[config.mk]
export PLATFORM = sky130hd
export DESIGN_NAME = imem_boot_loader_flat
export DESIGN_NICKNAME = d
export VERILOG_FILES = /design/src/rtl/imem_boot_pkg.sv /design/src/rtl/imem_boot_loader_if.sv /design/src/rtl/byte_word_packer.sv /design/src/rtl/imem_boot_loader.sv /design/src/flat_wrapper.sv
export SDC_FILE = /design/constraint.sdc
export NUM_CORES = 1
export LEC_CHECK = 0
export CAP_MARGIN = 20
export CORE_AREA = 2 2 92 94
export CTS_CLUSTER_DIAMETER = 30
export DETAILED_ROUTE_END_ITERATION = 16
export DIE_AREA = 0 0 94 96
export HOLD_SLACK_MARGIN = 0.03
export PLACE_DENSITY_LB_ADDON = 0.3
export SYNTH_ARGS = -nofsm -noshare
export SYNTH_HDL_FRONTEND = slang
export SYNTH_SLANG_ARGS = --single-unit
[constraint.sdc]
create_clock -name clock -period 2.7 [get_ports clock]
set_clock_uncertainty 0.15 [all_clocks]
set_input_delay 0.54 -clock clock [delete_from_list [all_inputs] [get_ports clock]]
set_output_delay 0.54 -clock clock [all_outputs]
set_load 0.01 [all_outputs]
[src/rtl/imem_boot_pkg.sv]
// Shared definitions for the instruction-memory boot loader: FSM states,
// frame geometry constants and a frame-length helper.
// Latency: n/a (types and constants only). Backpressure: n/a.
// Ports: none (package).
package imem_boot_pkg;

  // Frame layout: 2 header bytes (LE word count), 4 bytes per word, 1 checksum byte.
  localparam int BYTES_PER_WORD = 4;
  localparam int HDR_BYTES      = 2;
  localparam int CSUM_BYTES     = 1;

  typedef enum logic [2:0] {
    HDR0 = 3'd0,
    HDR1 = 3'd1,
    DATA = 3'd2,
    CSUM = 3'd3,
    DONE = 3'd4,
    ERR  = 3'd5
  } boot_state_t;

  // Total number of bytes in a frame carrying `count` words.
  function automatic int frame_bytes(input int count);
    return HDR_BYTES + BYTES_PER_WORD * count + CSUM_BYTES;
  endfunction

endpackage

[src/rtl/imem_boot_loader_if.sv]
// Bundles the boot byte stream, the imem write port and the core status lines.
// Latency: n/a (wires only). Backpressure: rx_ready qualifies rx_valid.
// Modports: master = stream source / system side, slave = boot loader.
interface imem_boot_loader_if #(
  parameter int ADDR_WIDTH = 8
);

  logic                  rx_valid;
  logic [7:0]            rx_data;
  logic                  rx_ready;
  logic                  imem_we;
  logic [ADDR_WIDTH-1:0] imem_addr;
  logic [31:0]           imem_wdata;
  logic                  core_rstn;
  logic                  done;
  logic                  error;

  modport master (
    output rx_valid, rx_data,
    input  rx_ready, imem_we, imem_addr, imem_wdata, core_rstn, done, error
  );

  modport slave (
    input  rx_valid, rx_data,
    output rx_ready, imem_we, imem_addr, imem_wdata, core_rstn, done, error
  );

endinterface

[src/rtl/byte_word_packer.sv]
// Packs a little-endian byte stream into 32-bit words (first byte -> bits 7:0).
// Latency: word_valid/word are combinational with the 4th byte of each word.
// Backpressure: none; the caller only presents bytes that are actually accepted.
// Ports: clock, rst (sync, active-high, clears partial word),
//        byte_valid/byte_data in, word_valid/word out.
module byte_word_packer
  import imem_boot_pkg::*;
(
  input  logic        clock,
  input  logic        rst,
  input  logic        byte_valid,
  input  logic [7:0]  byte_data,
  output logic        word_valid,
  output logic [31:0] word
);

  localparam int SHIFT_W = (BYTES_PER_WORD - 1) * 8;

  logic [SHIFT_W-1:0] shift_q;
  logic [1:0]         cnt_q;

  // Bytes enter at the top and move down, so after three bytes the first one
  // sits in bits 7:0 and the current byte completes the word as its MSB.
  assign word_valid = byte_valid && (cnt_q == 2'(BYTES_PER_WORD - 1));
  assign word       = {byte_data, shift_q};

  always_ff @(posedge clock) begin
    if (rst) begin
      shift_q <= '0;
      cnt_q   <= '0;
    end else if (byte_valid) begin
      shift_q <= {byte_data, shift_q[SHIFT_W-1:8]};
      cnt_q   <= cnt_q + 2'd1;   // wraps to 0 after the 4th byte
    end
  end

endmodule

[src/rtl/imem_boot_loader.sv]
// Boot loader: parses [count_lo count_hi | count x 4-byte LE words | xor checksum]
// and writes the words into imem, holding the core in reset until the image verifies.
// Latency: imem_we one cycle after the 4th byte; done/core_rstn one cycle after checksum.
// Backpressure: rx_ready high in HDR0/HDR1/DATA/CSUM, low in DONE/ERR and right after rst.
// Ports: clock, rst (sync, active-high), bus (imem_boot_loader_if.slave).
// Optional: define BOOT_TIMEOUT_EN to enable the inter-byte idle timeout
//           (TIMEOUT_CYCLES parameter exists only in that build).
module imem_boot_loader
  import imem_boot_pkg::*;
#(
  parameter int ADDR_WIDTH = 8
`ifdef BOOT_TIMEOUT_EN
  ,
  parameter int TIMEOUT_CYCLES = 1024
`endif
) (
  input  logic              clock,
  input  logic              rst,
  imem_boot_loader_if.slave bus
);

  localparam int DEPTH = 1 << ADDR_WIDTH;
  // One extra bit so a full image (count == DEPTH) is counted without wrapping.
  localparam int IDX_W = ADDR_WIDTH + 1;

  boot_state_t state, state_next;

  logic [15:0]           count, count_next;
  logic [7:0]            csum, csum_next;
  logic [IDX_W-1:0]      word_idx, word_idx_next;

  logic                  rx_ready_q;
  logic                  imem_we_q;
  logic [ADDR_WIDTH-1:0] imem_addr_q;
  logic [31:0]           imem_wdata_q;
  logic                  core_rstn_q;
  logic                  done_q;
  logic                  error_q;

  logic                  accept;
  logic                  pack_valid;
  logic                  word_valid;
  logic [31:0]           word;
  logic [15:0]           hdr_count;

`ifdef BOOT_TIMEOUT_EN
  localparam int IDLE_W = (TIMEOUT_CYCLES > 2) ? $clog2(TIMEOUT_CYCLES) : 1;
  logic [IDLE_W-1:0]     idle, idle_next;
`endif

  assign accept     = rx_ready_q && bus.rx_valid;
  assign pack_valid = accept && (state == DATA);
  // Full word count as it will be once the byte in HDR1 is taken.
  assign hdr_count  = {bus.rx_data, count[7:0]};

  byte_word_packer u_packer (
    .clock      (clock),
    .rst        (rst),
    .byte_valid (pack_valid),
    .byte_data  (bus.rx_data),
    .word_valid (word_valid),
    .word       (word)
  );

  always_comb begin
    state_next    = state;
    count_next    = count;
    csum_next     = csum;
    word_idx_next = word_idx;

    case (state)
      HDR0: begin
        if (accept) begin
          count_next[7:0] = bus.rx_data;
          csum_next       = csum ^ bus.rx_data;
          state_next      = HDR1;
        end
      end
      HDR1: begin
        if (accept) begin
          count_next[15:8] = bus.rx_data;
          csum_next        = csum ^ bus.rx_data;
          if (int'(hdr_count) > DEPTH) begin
            state_next = ERR;
          end else if (hdr_count == 16'd0) begin
            state_next = CSUM;
          end else begin
            state_next = DATA;
          end
        end
      end
      DATA: begin
        if (accept) begin
          csum_next = csum ^ bus.rx_data;
          if (word_valid) begin
            word_idx_next = word_idx + IDX_W'(1);
            if (int'(word_idx) + 1 == int'(count)) begin
              state_next = CSUM;
            end
          end
        end
      end
      CSUM: begin
        // The checksum byte itself is compared, never folded in.
        if (accept) begin
          state_next = (bus.rx_data == csum) ? DONE : ERR;
        end
      end
      default: ;  // DONE and ERR are sticky until rst
    endcase

`ifdef BOOT_TIMEOUT_EN
    // Idle counting only once a frame has started; HDR0 may wait forever.
    idle_next = '0;
    if ((state == HDR1 || state == DATA || state == CSUM) && !accept) begin
      if (idle == IDLE_W'(TIMEOUT_CYCLES - 1)) begin
        state_next = ERR;
      end else begin
        idle_next = idle + IDLE_W'(1);
      end
    end
`endif
  end

  always_ff @(posedge clock) begin
    if (rst) begin
      state        <= HDR0;
      count        <= '0;
      csum         <= '0;
      word_idx     <= '0;
      rx_ready_q   <= 1'b0;
      imem_we_q    <= 1'b0;
      imem_addr_q  <= '0;
      imem_wdata_q <= '0;
      core_rstn_q  <= 1'b0;
      done_q       <= 1'b0;
      error_q      <= 1'b0;
    end else begin
      state      <= state_next;
      count      <= count_next;
      csum       <= csum_next;
      word_idx   <= word_idx_next;
      // Outputs are registered from the next state so they line up with it.
      rx_ready_q <= (state_next == HDR0) || (state_next == HDR1) ||
                    (state_next == DATA) || (state_next == CSUM);
      imem_we_q  <= word_valid;
      if (word_valid) begin
        imem_addr_q  <= word_idx[ADDR_WIDTH-1:0];
        imem_wdata_q <= word;
      end
      done_q      <= (state_next == DONE);
      core_rstn_q <= (state_next == DONE);
      error_q     <= (state_next == ERR);
    end
  end

`ifdef BOOT_TIMEOUT_EN
  always_ff @(posedge clock) begin
    if (rst) begin
      idle <= '0;
    end else begin
      idle <= idle_next;
    end
  end
`endif

  assign bus.rx_ready   = rx_ready_q;
  assign bus.imem_we    = imem_we_q;
  assign bus.imem_addr  = imem_addr_q;
  assign bus.imem_wdata = imem_wdata_q;
  assign bus.core_rstn  = core_rstn_q;
  assign bus.done       = done_q;
  assign bus.error      = error_q;

endmodule
[src/flat_wrapper.sv]
// flat-port wrapper written by rule: the top's interface ports become plain ports
module imem_boot_loader_flat import imem_boot_pkg::*;
#(
  parameter int ADDR_WIDTH = 8

)
  (clock, rst, bus_rx_valid, bus_rx_data, bus_rx_ready, bus_imem_we, bus_imem_addr, bus_imem_wdata, bus_core_rstn, bus_done, bus_error);
  imem_boot_loader_if #(.ADDR_WIDTH(ADDR_WIDTH)) bus_i ();
  input  logic clock;
  input  logic rst;
  input wire logic [$bits(bus_i.rx_valid)-1:0] bus_rx_valid;
  input wire logic [$bits(bus_i.rx_data)-1:0] bus_rx_data;
  output wire logic [$bits(bus_i.rx_ready)-1:0] bus_rx_ready;
  output wire logic [$bits(bus_i.imem_we)-1:0] bus_imem_we;
  output wire logic [$bits(bus_i.imem_addr)-1:0] bus_imem_addr;
  output wire logic [$bits(bus_i.imem_wdata)-1:0] bus_imem_wdata;
  output wire logic [$bits(bus_i.core_rstn)-1:0] bus_core_rstn;
  output wire logic [$bits(bus_i.done)-1:0] bus_done;
  output wire logic [$bits(bus_i.error)-1:0] bus_error;
  assign bus_i.rx_valid = bus_rx_valid;
  assign bus_i.rx_data = bus_rx_data;
  assign bus_rx_ready = bus_i.rx_ready;
  assign bus_imem_we = bus_i.imem_we;
  assign bus_imem_addr = bus_i.imem_addr;
  assign bus_imem_wdata = bus_i.imem_wdata;
  assign bus_core_rstn = bus_i.core_rstn;
  assign bus_done = bus_i.done;
  assign bus_error = bus_i.error;
  imem_boot_loader #(.ADDR_WIDTH(ADDR_WIDTH)) u_core (.clock(clock), .rst(rst), .bus(bus_i));
endmodule
==> flow_metrics.tcl <==
set metrics [dict create \
    ys_warn_count 0 \
    setup_tns_ps 0 \
    crit_fanout 10 \
    grt.overflow.total 0 \
    hold_viol_final 0 \
    clkSlewWorstSetupHoldPaths_ps 110 \
    syn_avg_cell_area_um2 8.03 \
    fillers 706 \
    async_flop_share_pct 0 \
    place_congestion 0.880 \
    wl_mm 9.37 \
    viasPerCell 5.30 \
    final_layout_size_suffix_gt1_share_pct 7.17 \
    critPathKind "flop to flop" \
    maxSlewHeadroom_pct 64.3 \
    worstReg2RegStart "u_core.word_idx[2]" \
    cts_root_buffer "clkbuf_8" \
    ctsLongestPathBuffers 2 \
    die_area_mm2 0.00902 \
    grt_pass1_vias 3294 \
    cts_resized 0 \
    ys_seq_elements 106 \
    outcome "finished clean" \
    end_kind "flop" \
    fin_total_pwr_mw 2.75 \
    mostFrequentLayoutCell "nand2_1" \
    die_w_um 94 \
    yosysUniqueCellTypes 40 \
    fin_nets 580 \
    whs_ps 308 \
    grt_setup_unrepaired "false" \
    antenna_cells 0 \
    crit_start "u_core.word_idx[2]" \
    cp.arrival_ps 2320 \
    yosys.area_share.xor_xnor_pct 7.01 \
    route.detailed.drc 0 \
    cts.sinks 106 \
    place_hpwl_mm 6.47 \
    dieHeight_um 96 \
    track_usage_pct 21.9 \
    antenna_found_initial 0 \
    cts_hold_buf 0 \
    finalSetupViolCount 0 \
    core_mm2 0.00805 \
    io_pins 56 \
    synth_fa_ha_area_share_pct 0.589 \
    worst_slew_pin_slew_ps 535 \
    portBuffers 55 \
    muxShareOfSynthArea_pct 1.88 \
    route.detailed.wl_per_inst_um 13.8 \
    syn_nets 542 \
    areaGrowthSynthToFinish_pct 19.4 \
    post-route-min-period_ps 2170 \
    clk_latency_ps 380 \
    hp-class "flop to flop" \
    num_rows 33 \
    layout_common_cells "155 x nand2_1, 106 x dfxtp_1, 80 x a21oi_1" \
    min_from "u_core.bus.imem_addr[6]" \
    synth_top_family_by_area "simple AND/OR/NAND/NOR gates" \
    leakage_nw 1.77 \
    synth_edf_count 0 \
    fmax_ghz 0.460 \
    required_ps 2850 \
    ctsHtreeMaxLevel 3 \
    start_util_pct 52.8 \
    grt_pass1_wl_mm 15.5 \
    grt_max_degree 55 \
    max-vdd-ir-drop_v 0.000323 \
    synthCells 529 \
    synth_seq_area_share_pct 49.9 \
    drt.antenna.violating_nets 0 \
    drtIter0Drc 188 \
    drtPass1Iterations 4 \
    ys.flop_type "dfxtp_1" \
    drv_slew 0 \
    start_kind "flop" \
    period_share_pct 80.5 \
    vias 3586 \
    syn_area_mm2 0.00425 \
    cts_buffers 9 \
    fin_util_pct 63.0 \
    cts_tree "yes" \
    drv_cap 0 \
    postCtsSetupBuffers 0 \
    synth_compound_area_share_pct 12.7 \
    yosys.area_share.simple_pct 23.6 \
    powerDensity_mw_per_mm2 543 \
]
through the flow:
| stage | setup WS (ps) | std cells | area (µm²) |
|---|---|---|---|
| floorplan | 736 | 529 | 4250 |
| global placement | 252 | 661 | 4870 |
| detailed placement | 268 | 661 | 4870 |
| CTS | 538 | 677 | 5080 |
| global route | 407 | 677 | 5080 |
| finish | 526 | 677 | 5080 |
routing by layer:
metal / routed length [µm] / up-vias / GRT usage [%]
met5: 0 / - / 0
met4: 186 / 0 / 10.3
met3: 465 / 16 / 3.76
met2: 4350 / 82 / 35.7
met1: 4370 / 1681 / 28.6
li1: - / 1807 / -
final cells by class:
type / instances / area, µm² / share of cell area [%]
clock buffers: 9 / 124 / 2.44
inverters: 1 / 3.75 / 0.0739
well taps: 105 / 131 / 2.59
flip-flops and latches: 106 / 2120 / 41.8
repair buffers: 71 / 666 / 13.1
multi-input cells: 378 / 1950 / 38.4
clock inverters: 7 / 80.1 / 1.58
worst max-delay path, stage by stage (launching register included):
cell	delay (ps)
dfxtp_1	550
and4_1	410
nand2_2	90
xnor2_1	130
or4_1	550
o32ai_2	210
registers in the layout, indices dropped and copies added, names as in the netlist:
signal,flops
u_core.bus.core_rstn,1
u_core.bus.error,1
u_core.bus.imem_addr,8
u_core.bus.imem_wdata,32
u_core.bus.imem_we,1
u_core.bus.rx_ready,1
u_core.count,16
u_core.csum,8
u_core.state,3
u_core.u_packer.cnt_q,2
u_core.u_packer.shift_q,24
u_core.word_idx,9
power by group:
part           switching, mW  leakage [nW]  total (mW)  internal, mW
clock                  0.616        0.0998       0.987         0.370
combinational         0.0894         0.817       0.163        0.0736
sequential            0.0208         0.856        1.60          1.58
synthesized netlist by cell type, types with 6 or more instances:
library cell | instances | share of area (%)
a21oi_1 | 80 | 9.4
buf_2 | 9 | 1.1
clkbuf_1 | 31 | 2.7
dfxtp_1 | 106 | 50
mux2i_1 | 8 | 1.9
nand2_1 | 155 | 14
nand3_1 | 6 | 0.71
nand4_1 | 7 | 1.0
nor2_1 | 32 | 2.8
o21ai_0 | 12 | 1.4
xnor2_1 | 17 | 3.5
xor2_1 | 17 | 3.5
path summary, 6_finish.rpt:
check / slack [ps] / endpoint / cells after the start
setup / recovery: 530 / u_core.state[0] / 5
hold / removal: 310 / u_core.bus.imem_addr[6] / 2
setup reg to reg: 530 / u_core.state[0] / 5
hold reg to reg: 310 / u_core.bus.imem_addr[6] / 2
cell families after synthesis:
| kind of cell | after synthesis |
|---|---|
| multiplexers | 8 |
| adder cells (fa/ha/maj) | 2 |
| AND/OR/NAND/NOR | 233 |
| XOR/XNOR | 34 |
| flip-flops | 106 |
| buffers and inverters | 45 |
| AO/OA/AOI/OAI | 101 |
Power figures use the tool's default switching activity.
